`config.mk`:
```
export PLATFORM = sky130hd
export DESIGN_NAME = cpu_ram_copier
export DESIGN_NICKNAME = d
export VERILOG_FILES = /design/src/rtl/cpu_ram_copier.sv
export SDC_FILE = /design/constraint.sdc
export NUM_CORES = 1
export LEC_CHECK = 0
export ABC_AREA = 0
export CAP_MARGIN = 20
export CORE_ASPECT_RATIO = 0.7
export CORE_UTILIZATION = 35
export DETAILED_ROUTE_END_ITERATION = 10
export GPL_TIMING_DRIVEN = 0
export PLACE_DENSITY_LB_ADDON = 0.3
export SLEW_MARGIN = 0
export SYNTH_ARGS = -nofsm -noshare
export SYNTH_HDL_FRONTEND = slang
export SYNTH_SLANG_ARGS = --single-unit
export TNS_END_PERCENT = 1
```
`constraint.sdc`:
```
create_clock -name clk -period 6.8 [get_ports clk]
set_input_delay 1.36 -clock clk [delete_from_list [all_inputs] [get_ports clk]]
set_output_delay 1.36 -clock clk [all_outputs]
set_load 0.1 [all_outputs]
```
`src/rtl/cpu_ram_copier.sv`:
```
// Avalon-MM master that copies a block of 32-bit words between two regions of a RAM,
// one read/write pair at a time, and reports a wrap-around sum of the copied words.
module cpu_ram_copier #(
  parameter int ADDR_W       = 11,
  parameter int READ_LATENCY = 1
) (
  input  logic              clk,
  input  logic              reset,
  input  logic              start,
  input  logic [ADDR_W-1:0] src_addr,
  input  logic [ADDR_W-1:0] dst_addr,
  input  logic [ADDR_W:0]   length,
  output logic              busy,
  output logic              done,
  output logic [31:0]       checksum,
  output logic [ADDR_W-1:0] avm_address,
  output logic              avm_chipselect,
  output logic              avm_read,
  output logic              avm_write,
  output logic [3:0]        avm_byteenable,
  output logic [31:0]       avm_writedata,
  input  logic [31:0]       avm_readdata,
  input  logic              avm_waitrequest
);

  typedef enum logic [2:0] {IDLE, RD_REQ, RD_WAIT, WR_REQ, FIN} state_t;

  localparam logic [2:0] LAT_LOAD = 3'(READ_LATENCY - 1);

  state_t            state_q, state_d;
  logic [ADDR_W-1:0] src_q, src_d;
  logic [ADDR_W-1:0] dst_q, dst_d;
  logic [ADDR_W:0]   rem_q, rem_d;
  logic [2:0]        lat_q, lat_d;

  logic              busy_d, done_d, cs_d, read_d, write_d;
  logic [31:0]       checksum_d, wdata_d;
  logic [ADDR_W-1:0] addr_d;

  // NOTE: every signal gets its hold value first so no path through the case leaves
  // one unassigned; that keeps this block free of inferred latches.
  always_comb begin
    state_d    = state_q;
    src_d      = src_q;
    dst_d      = dst_q;
    rem_d      = rem_q;
    lat_d      = lat_q;
    busy_d     = busy;
    done_d     = done;
    cs_d       = avm_chipselect;
    read_d     = avm_read;
    write_d    = avm_write;
    addr_d     = avm_address;
    wdata_d    = avm_writedata;
    checksum_d = checksum;

    unique case (state_q)
      IDLE: begin
        if (start) begin
          src_d      = src_addr;
          dst_d      = dst_addr;
          rem_d      = length;
          checksum_d = '0;
          busy_d     = 1'b1;
          if (length == '0) begin
            state_d = FIN;
          end else begin
            state_d = RD_REQ;
            read_d  = 1'b1;
            cs_d    = 1'b1;
            addr_d  = src_addr;
          end
        end
      end

      RD_REQ: begin
        if (!avm_waitrequest) begin
          read_d  = 1'b0;
          cs_d    = 1'b0;
          lat_d   = LAT_LOAD;
          state_d = RD_WAIT;
        end
      end

      RD_WAIT: begin
        if (lat_q == 3'd0) begin
          wdata_d    = avm_readdata;
          checksum_d = checksum + avm_readdata;
          write_d    = 1'b1;
          cs_d       = 1'b1;
          addr_d     = dst_q;
          state_d    = WR_REQ;
        end else begin
          lat_d = lat_q - 3'd1;
        end
      end

      WR_REQ: begin
        if (!avm_waitrequest) begin
          write_d = 1'b0;
          cs_d    = 1'b0;
          src_d   = src_q + ADDR_W'(1);
          dst_d   = dst_q + ADDR_W'(1);
          rem_d   = rem_q - (ADDR_W+1)'(1);
          if (rem_q == (ADDR_W+1)'(1)) begin
            state_d = FIN;
            busy_d  = 1'b0;
            done_d  = 1'b1;
          end else begin
            state_d = RD_REQ;
            read_d  = 1'b1;
            cs_d    = 1'b1;
            addr_d  = src_q + ADDR_W'(1);
          end
        end
      end

      FIN: begin
        // An empty run arrives here with busy still high and raises done on its own.
        if (!done) begin
          done_d = 1'b1;
          busy_d = 1'b0;
        end else begin
          done_d  = 1'b0;
          state_d = IDLE;
        end
      end

      default: state_d = IDLE;
    endcase
  end

  // NOTE: sequential state uses non-blocking assignments so all registers update from
  // the same pre-edge values, regardless of statement order.
  always_ff @(posedge clk) begin
    if (reset) begin
      state_q        <= IDLE;
      src_q          <= '0;
      dst_q          <= '0;
      rem_q          <= '0;
      lat_q          <= '0;
      busy           <= 1'b0;
      done           <= 1'b0;
      checksum       <= '0;
      avm_address    <= '0;
      avm_chipselect <= 1'b0;
      avm_read       <= 1'b0;
      avm_write      <= 1'b0;
      avm_byteenable <= 4'h0;
      avm_writedata  <= '0;
    end else begin
      state_q        <= state_d;
      src_q          <= src_d;
      dst_q          <= dst_d;
      rem_q          <= rem_d;
      lat_q          <= lat_d;
      busy           <= busy_d;
      done           <= done_d;
      checksum       <= checksum_d;
      avm_address    <= addr_d;
      avm_chipselect <= cs_d;
      avm_read       <= read_d;
      avm_write      <= write_d;
      avm_byteenable <= cs_d ? 4'hF : 4'h0;
      avm_writedata  <= wdata_d;
    end
  end

endmodule

```
==> results.py, run 1 <==
metrics = {
    "placed_design": {
        "routabilityCongestion": 0.904,
        "placed_area_sq_um": 8780,
        "io_buffer_count": 153,
        "dpl.hpwl_mm": 17.2,
    },
    "die": {
        "dieArea_sq_um": 20400,
        "start_util": 0.362,
        "rows": 42,
        "die_h_microns": 120,
        "coreArea_sq_um": 19100,
        "num_io_pins": 154,
        "die_w_microns": 170,
    },
    "cts": {
        "cts-root-buf": "clkbuf_16",
        "cts_made_buffers": 17,
        "clockBufferDepth": 2,
        "clk_latency_ps": 420,
        "cts_tree": "done",
        "cts_resized": 0,
        "clkSinkCount": 120,
        "hold_buffers": 0,
        "clk_pin_slew_ps": 60,
        "post_cts_buffers": 0,
        "ctsHtreeMaxLevel": 4,
    },
    "worst_setup_path": {
        "crit_path_start_kind": "primary input",
        "reg2reg_slack_ps": 3670,
        "path_class": "primary input to flip-flop",
        "cp-end-kind": "flip-flop",
        "cp_max_fo": 3,
        "required_ps": 7110,
        "arrival_ps": 4490,
    },
    "sta": {
        "fin_crit_sh": 0.615,
        "slew_violations": 0,
        "finalCriticalPeriod_ps": 4180,
        "fmax_mhz": 239,
        "setup_viol": 0,
        "fin_skew_ps": 11.3,
        "worstMarginPinSlew_ps": 1040,
        "finalHoldViolCount": 0,
        "tns_ps": 0,
        "slew_headroom": 0.308,
        "rsz0062_at_grt": "false",
    },
    "route": {
        "viasPerCell": 5.42,
        "initialDrtViolationCount": 772,
        "dr.pass1.iters": 5,
        "vias": 7316,
        "drc": 0,
        "routed_wl_mm": 23.0,
        "ant_nets": 0,
        "wire_per_inst_microns": 17.0,
    },
    "finish": {
        "nets": 1183,
        "n_fill_cell": 1915,
        "final_cell_area_sq_um": 9390,
        "drive_gt1_frac": 0.0515,
        "diodes": 0,
        "layout_common_cells": "clkdlybuf4s50_1 (153), nand2_1 (127), a21oi_1 (121)",
        "syn2layout_area_growth_pct": 35.6,
        "final_common_cell": "clkdlybuf4s50_1",
    },
    "power": {
        "powerDensity_nw_per_um2": 266,
        "p_leak_nw": 3.55,
        "ir_drop_v": 0.000185,
    },
    "global_routing": {
        "grtUsageTotal": 0.230,
        "grt_max_degree": 17,
        "grt_pass1_wl_mm": 36.3,
        "grt_pass1_vias": 6543,
        "grt-ovfl-total": 0,
        "antenna_found_initial": 0,
    },
    "yosys": {
        "ys_seq_elements": 120,
        "syn_avg_cell_area_sq_um": 7.67,
        "synthFlopType": "dfxtp_1",
        "ys_warn_count": 0,
        "synth_top_family_by_area": "compound AO/OA/AOI/OAI gates",
        "synth-adder-area-share": 0.0698,
        "synthCells": 903,
        "netlist_area_sq_um": 6920,
        "yosysUniqueCellTypes": 71,
        "yosys-mux-area-fraction": 0.00434,
        "synth-xor-area-share": 0.0481,
        "synthArstFlopShare": 0,
        "ys_seq_area_frac": 0.347,
        "synth-edff-count": 0,
        "synth_compound_area_frac": 0.267,
        "syn_nets": 1011,
        "yosys.area_share.simple": 0.211,
    },
    "hold_path": {
        "hold_path_class": "flip-flop to flip-flop",
    },
    "flow_run": {
        "drv_cap": 0,
    },
    "status": {
        "status": "finished, final reports clean",
    },
}
==> worst max-delay path, stage by stage <==
cell and delay, ps:
clkdlybuf4s50_1 440, ha_1 220, inv_1 70, fa_1 170
nand2b_2 150, a21oi_2 80, o41a_1 450, o21ai_1 340
a311oi_2 220, a2111oi_0 510, nor2_1 100, xnor2_1 150
a22o_1 200
==> cell usage after synthesis, types with 5 or more instances <==
cell      instances  area share
o21ai_1           7      0.0051
xnor2_1          23       0.029
nand2_1         127       0.069
a211oi_1         23       0.025
ha_1             37       0.067
nand3_1          21       0.015
nor2b_1           5      0.0045
nor4_1            6      0.0054
o22ai_1           5      0.0045
inv_1            27       0.015
a22o_1           16       0.020
o211ai_1          7      0.0076
dfxtp_1         120        0.35
o21ai_0          40       0.029
a31oi_1           5      0.0045
nor2_1          101       0.055
buf_4             6      0.0065
a311oi_1          5      0.0063
a22oi_1          13       0.014
and3_1           15       0.014
nor3_1           19       0.014
a221oi_1          8       0.010
clkbuf_1         45       0.024
a21o_1           11       0.012
a21oi_1         121       0.087
xor2_1           15       0.019
==> worst paths after layout <==
check,cells after the start,end,start
worst min-delay path,2,avm_writedata[28],avm_writedata[28]
worst max-delay path,13,checksum[30],avm_readdata[0]
worst max register to register,12,checksum[30],checksum[0]
worst min register to register,2,avm_writedata[28],avm_writedata[28]
==> kinds of logic after synthesis <==
group / after synthesis
muxes: 3
DFF: 120
and+or+nand+nor: 326
adders and majority gates: 38
xor gates and xnor gates: 38
buffers and inverters: 85
AOI/OAI and AO/OA: 293
==> flip-flops by register name, indices dropped and copies added (netlist names), named ones only <==
name           cells
avm_write          1
avm_address       11
lat_q              3
state_q            3
busy               1
rem_q             12
checksum          32
avm_read           1
done               1
src_q             11
dst_q             11
avm_writedata     32
==> through the flow <==
stage	utilization	setup WS (ps)	power, mW	cells	hold WS (ps)
finish	0.491	2620	2.50	1351	452
global route	0.491	2470	2.62	1351	475
CTS	0.491	2680	2.51	1351	455
detailed placement	0.459	2270	1.58	1320	449
global placement	0.459	2290	1.57	1320	444
floorplan	-	3250	1.36	903	458
==> final cells by class <==
type | count | area, sq um | share of cell area
clock inverter | 7 | 90.1 | 0.00960
multi-input combinational | 698 | 4160 | 0.443
timing repair buffer | 153 | 1530 | 0.163
clock buffer | 24 | 512 | 0.0545
inverter | 27 | 101 | 0.0108
tap | 264 | 330 | 0.0352
sequential | 120 | 2400 | 0.256
buffer | 58 | 262 | 0.0279
==> power breakdown <==
group | switching [mW] | total (mW) | internal [mW] | leakage [nW]
Clock | 0.330 | 0.924 | 0.594 | 0.294
Combinational | 0.526 | 0.759 | 0.233 | 2.28
Sequential | 0.0514 | 0.813 | 0.762 | 0.979
Total | 0.907 | 2.50 | 1.59 | 3.55
==> layer usage <==
layer  wire [microns]  global-route usage
met3             1880              0.0521
met1            11700               0.358
met2             9100               0.310
met5                0                   0
met4              268              0.0591
Power figures use the tool's default switching activity.
==> run 2, diff against run 1 <==
==> constraint.sdc (replaced) <==
create_clock -name clk -period 3.45 [get_ports clk]
set_input_delay 0.69 -clock clk [delete_from_list [all_inputs] [get_ports clk]]
set_output_delay 0.69 -clock clk [all_outputs]
set_load 0.1 [all_outputs]
==> run 2 against run 1 <==
  * Clock skew barely moved
  * Count of clock-buffer cells in the layout did not move
  * Combinational power rose by 98%
  * Critical endpoint unchanged
  * Largest power group unchanged
==> results.py, run 2 (same netlist as run 1, synthesis figures left out) <==
metrics = {
    "power": {
        "powerDensity_nw_per_um2": 524,
        "p_leak_nw": 3.55,
        "ir_drop_v": 0.000365,
        "p_total_mw": 4.93,
    },
    "global_routing": {
        "grt_pass1_vias": 6545,
        "grt_max_degree": 17,
        "grt_pass1_wl_mm": 36.3,
        "antenna_found_initial": 0,
        "grt-ovfl-total": 0,
        "grtUsageTotal": 0.230,
    },
    "die": {
        "start_util": 0.362,
        "die_w_microns": 170,
        "coreArea_sq_um": 19100,
        "dieArea_sq_um": 20400,
        "num_io_pins": 154,
        "die_h_microns": 120,
        "rows": 42,
    },
    "cts": {
        "clockBufferDepth": 2,
        "cts_made_buffers": 17,
        "post_cts_buffers": 0,
        "hold_buffers": 0,
        "ctsHtreeMaxLevel": 4,
        "clk_latency_ps": 420,
        "cts-root-buf": "clkbuf_16",
        "cts_tree": "done",
        "clkSinkCount": 120,
        "clk_pin_slew_ps": 60,
    },
    "finish": {
        "final_cell_area_sq_um": 9400,
        "multi_input_area_sq_um": 4170,
        "layout_common_cells": "clkdlybuf4s50_1 (153), nand2_1 (127), a21oi_1 (121)",
        "nets": 1183,
        "seq_area_sq_um": 2400,
        "reg.largest.list": "avm_writedata (32), checksum (32), rem_q (12)",
        "diodes": 0,
        "final_common_cell": "clkdlybuf4s50_1",
        "drive_gt1_frac": 0.0534,
        "syn2layout_area_growth_pct": 35.7,
        "n_fill_cell": 1912,
    },
    "route": {
        "dr.pass1.iters": 5,
        "wire_per_inst_microns": 17.1,
        "vias": 7304,
        "routed_wl_mm": 23.0,
        "viasPerCell": 5.41,
        "ant_nets": 0,
        "drc": 0,
        "initialDrtViolationCount": 827,
    },
    "placed_design": {
        "io_buffer_count": 153,
        "dpl.hpwl_mm": 17.2,
        "placed_area_sq_um": 8780,
        "routabilityCongestion": 0.904,
    },
    "worst_setup_path": {
        "crit_family": "compound AO/OA/AOI/OAI gates",
        "path_buf_inv": 2,
        "crit_path_start_kind": "primary input",
        "crit_cells": 13,
        "critPathSlowestCell": "o41a_1",
        "cp_max_fo": 3,
        "r2r_cells": 12,
        "required_ps": 3760,
        "max_stage_delay_ps": 460,
        "arrival_ps": 3610,
        "path_class": "primary input to flip-flop",
        "path_cells": "clkdlybuf4s50_1 -> ha_1 -> inv_1 -> fa_1 -> nand2b_2 -> a21oi_2 -> o41a_1 -> o21ai_2 -> a311oi_2 -> a2111oi_2 -> nor2_1 -> xnor2_1 -> a22o_1",
        "rr_startpoint": "checksum[0]",
        "startpoint": "avm_readdata[0]",
        "cp-end-kind": "flip-flop",
    },
    "sta": {
        "finalCriticalPeriod_ps": 3300,
        "fin_skew_ps": 11.1,
        "fin_crit_sh": 0.957,
        "finalHoldViolCount": 0,
        "slew_violations": 0,
        "tns_ps": 0,
        "worstMarginPinSlew_ps": 1040,
        "fmax_mhz": 303,
        "rsz0062_at_grt": "false",
        "setup_viol": 0,
        "slew_headroom": 0.306,
    },
    "hold_path": {
        "hold_depth": 2,
        "hp-start": "avm_writedata[28]",
        "hold_path_class": "flip-flop to flip-flop",
    },
    "status": {
        "status": "finished, final reports clean",
    },
    "flow_run": {
        "drv_cap": 0,
    },
}
-- run 2: cell types whose count changed in the layout (fill, tap and decap cells not counted) --
cell / delta
a2111oi_0: -1
a2111oi_2: +1
o21ai_1: -1
o21ai_2: +1
-- run 2: worst paths after layout --
check                       to  slack (ps)
max               checksum[30]         150
min          avm_writedata[28]         450
max reg2reg       checksum[30]         530
min reg2reg  avm_writedata[28]         450
-- run 2: power breakdown --
| part | leakage (nW) | internal, mW | switching (mW) |
|---|---|---|---|
| clock network | 0.294 | 1.17 | 0.654 |
| logic | 2.28 | 0.460 | 1.04 |
| registers | 0.979 | 1.50 | 0.101 |
-- run 2: what timing repair did --
action | in CTS | in global routing
gates cloned | 0 | 0
endpoints found under the hold margin | 0 | 0
resized for setup | 1 | 2
setup endpoints to repair | 1 | 1
-- run 2: layout make-up --
type,count,area share
Buffer,58,0.0278
Clock buffer,24,0.0545
Clock inverter,7,0.00959
Inverter,27,0.0108
Multi-Input combinational cell,698,0.443
Sequential cell,120,0.256
Tap cell,264,0.0352
Timing Repair Buffer,153,0.163
-- run 2: through the flow --
step / setup WS [ps] / instances / utilization / hold slack, ps
CTS: 43.3 / 1351 / 0.491 / 455
global route: 25.9 / 1351 / 0.491 / 475
floorplan: 258 / 903 / - / 458
finish: 147 / 1351 / 0.491 / 453
detailed placement: -415 / 1320 / 0.459 / 449
global placement: -394 / 1320 / 0.459 / 444
-- run 2: routing by layer --
layer | track usage | vias to the layer above | wire, microns | part of all wire
met3 | 0.0521 | 22 | 1770 | 0.077
met5 | 0 | - | 0 | 0
li1 | - | 3579 | - | -
met2 | 0.310 | 288 | 9120 | 0.40
met4 | 0.0591 | 0 | 263 | 0.011
met1 | 0.358 | 3415 | 11900 | 0.52
-- run 2: tightest hold or removal path, stage by stage (launching register included) --
cell	delay, ps
dfxtp_1	300
nand2_1	50
a21oi_1	50
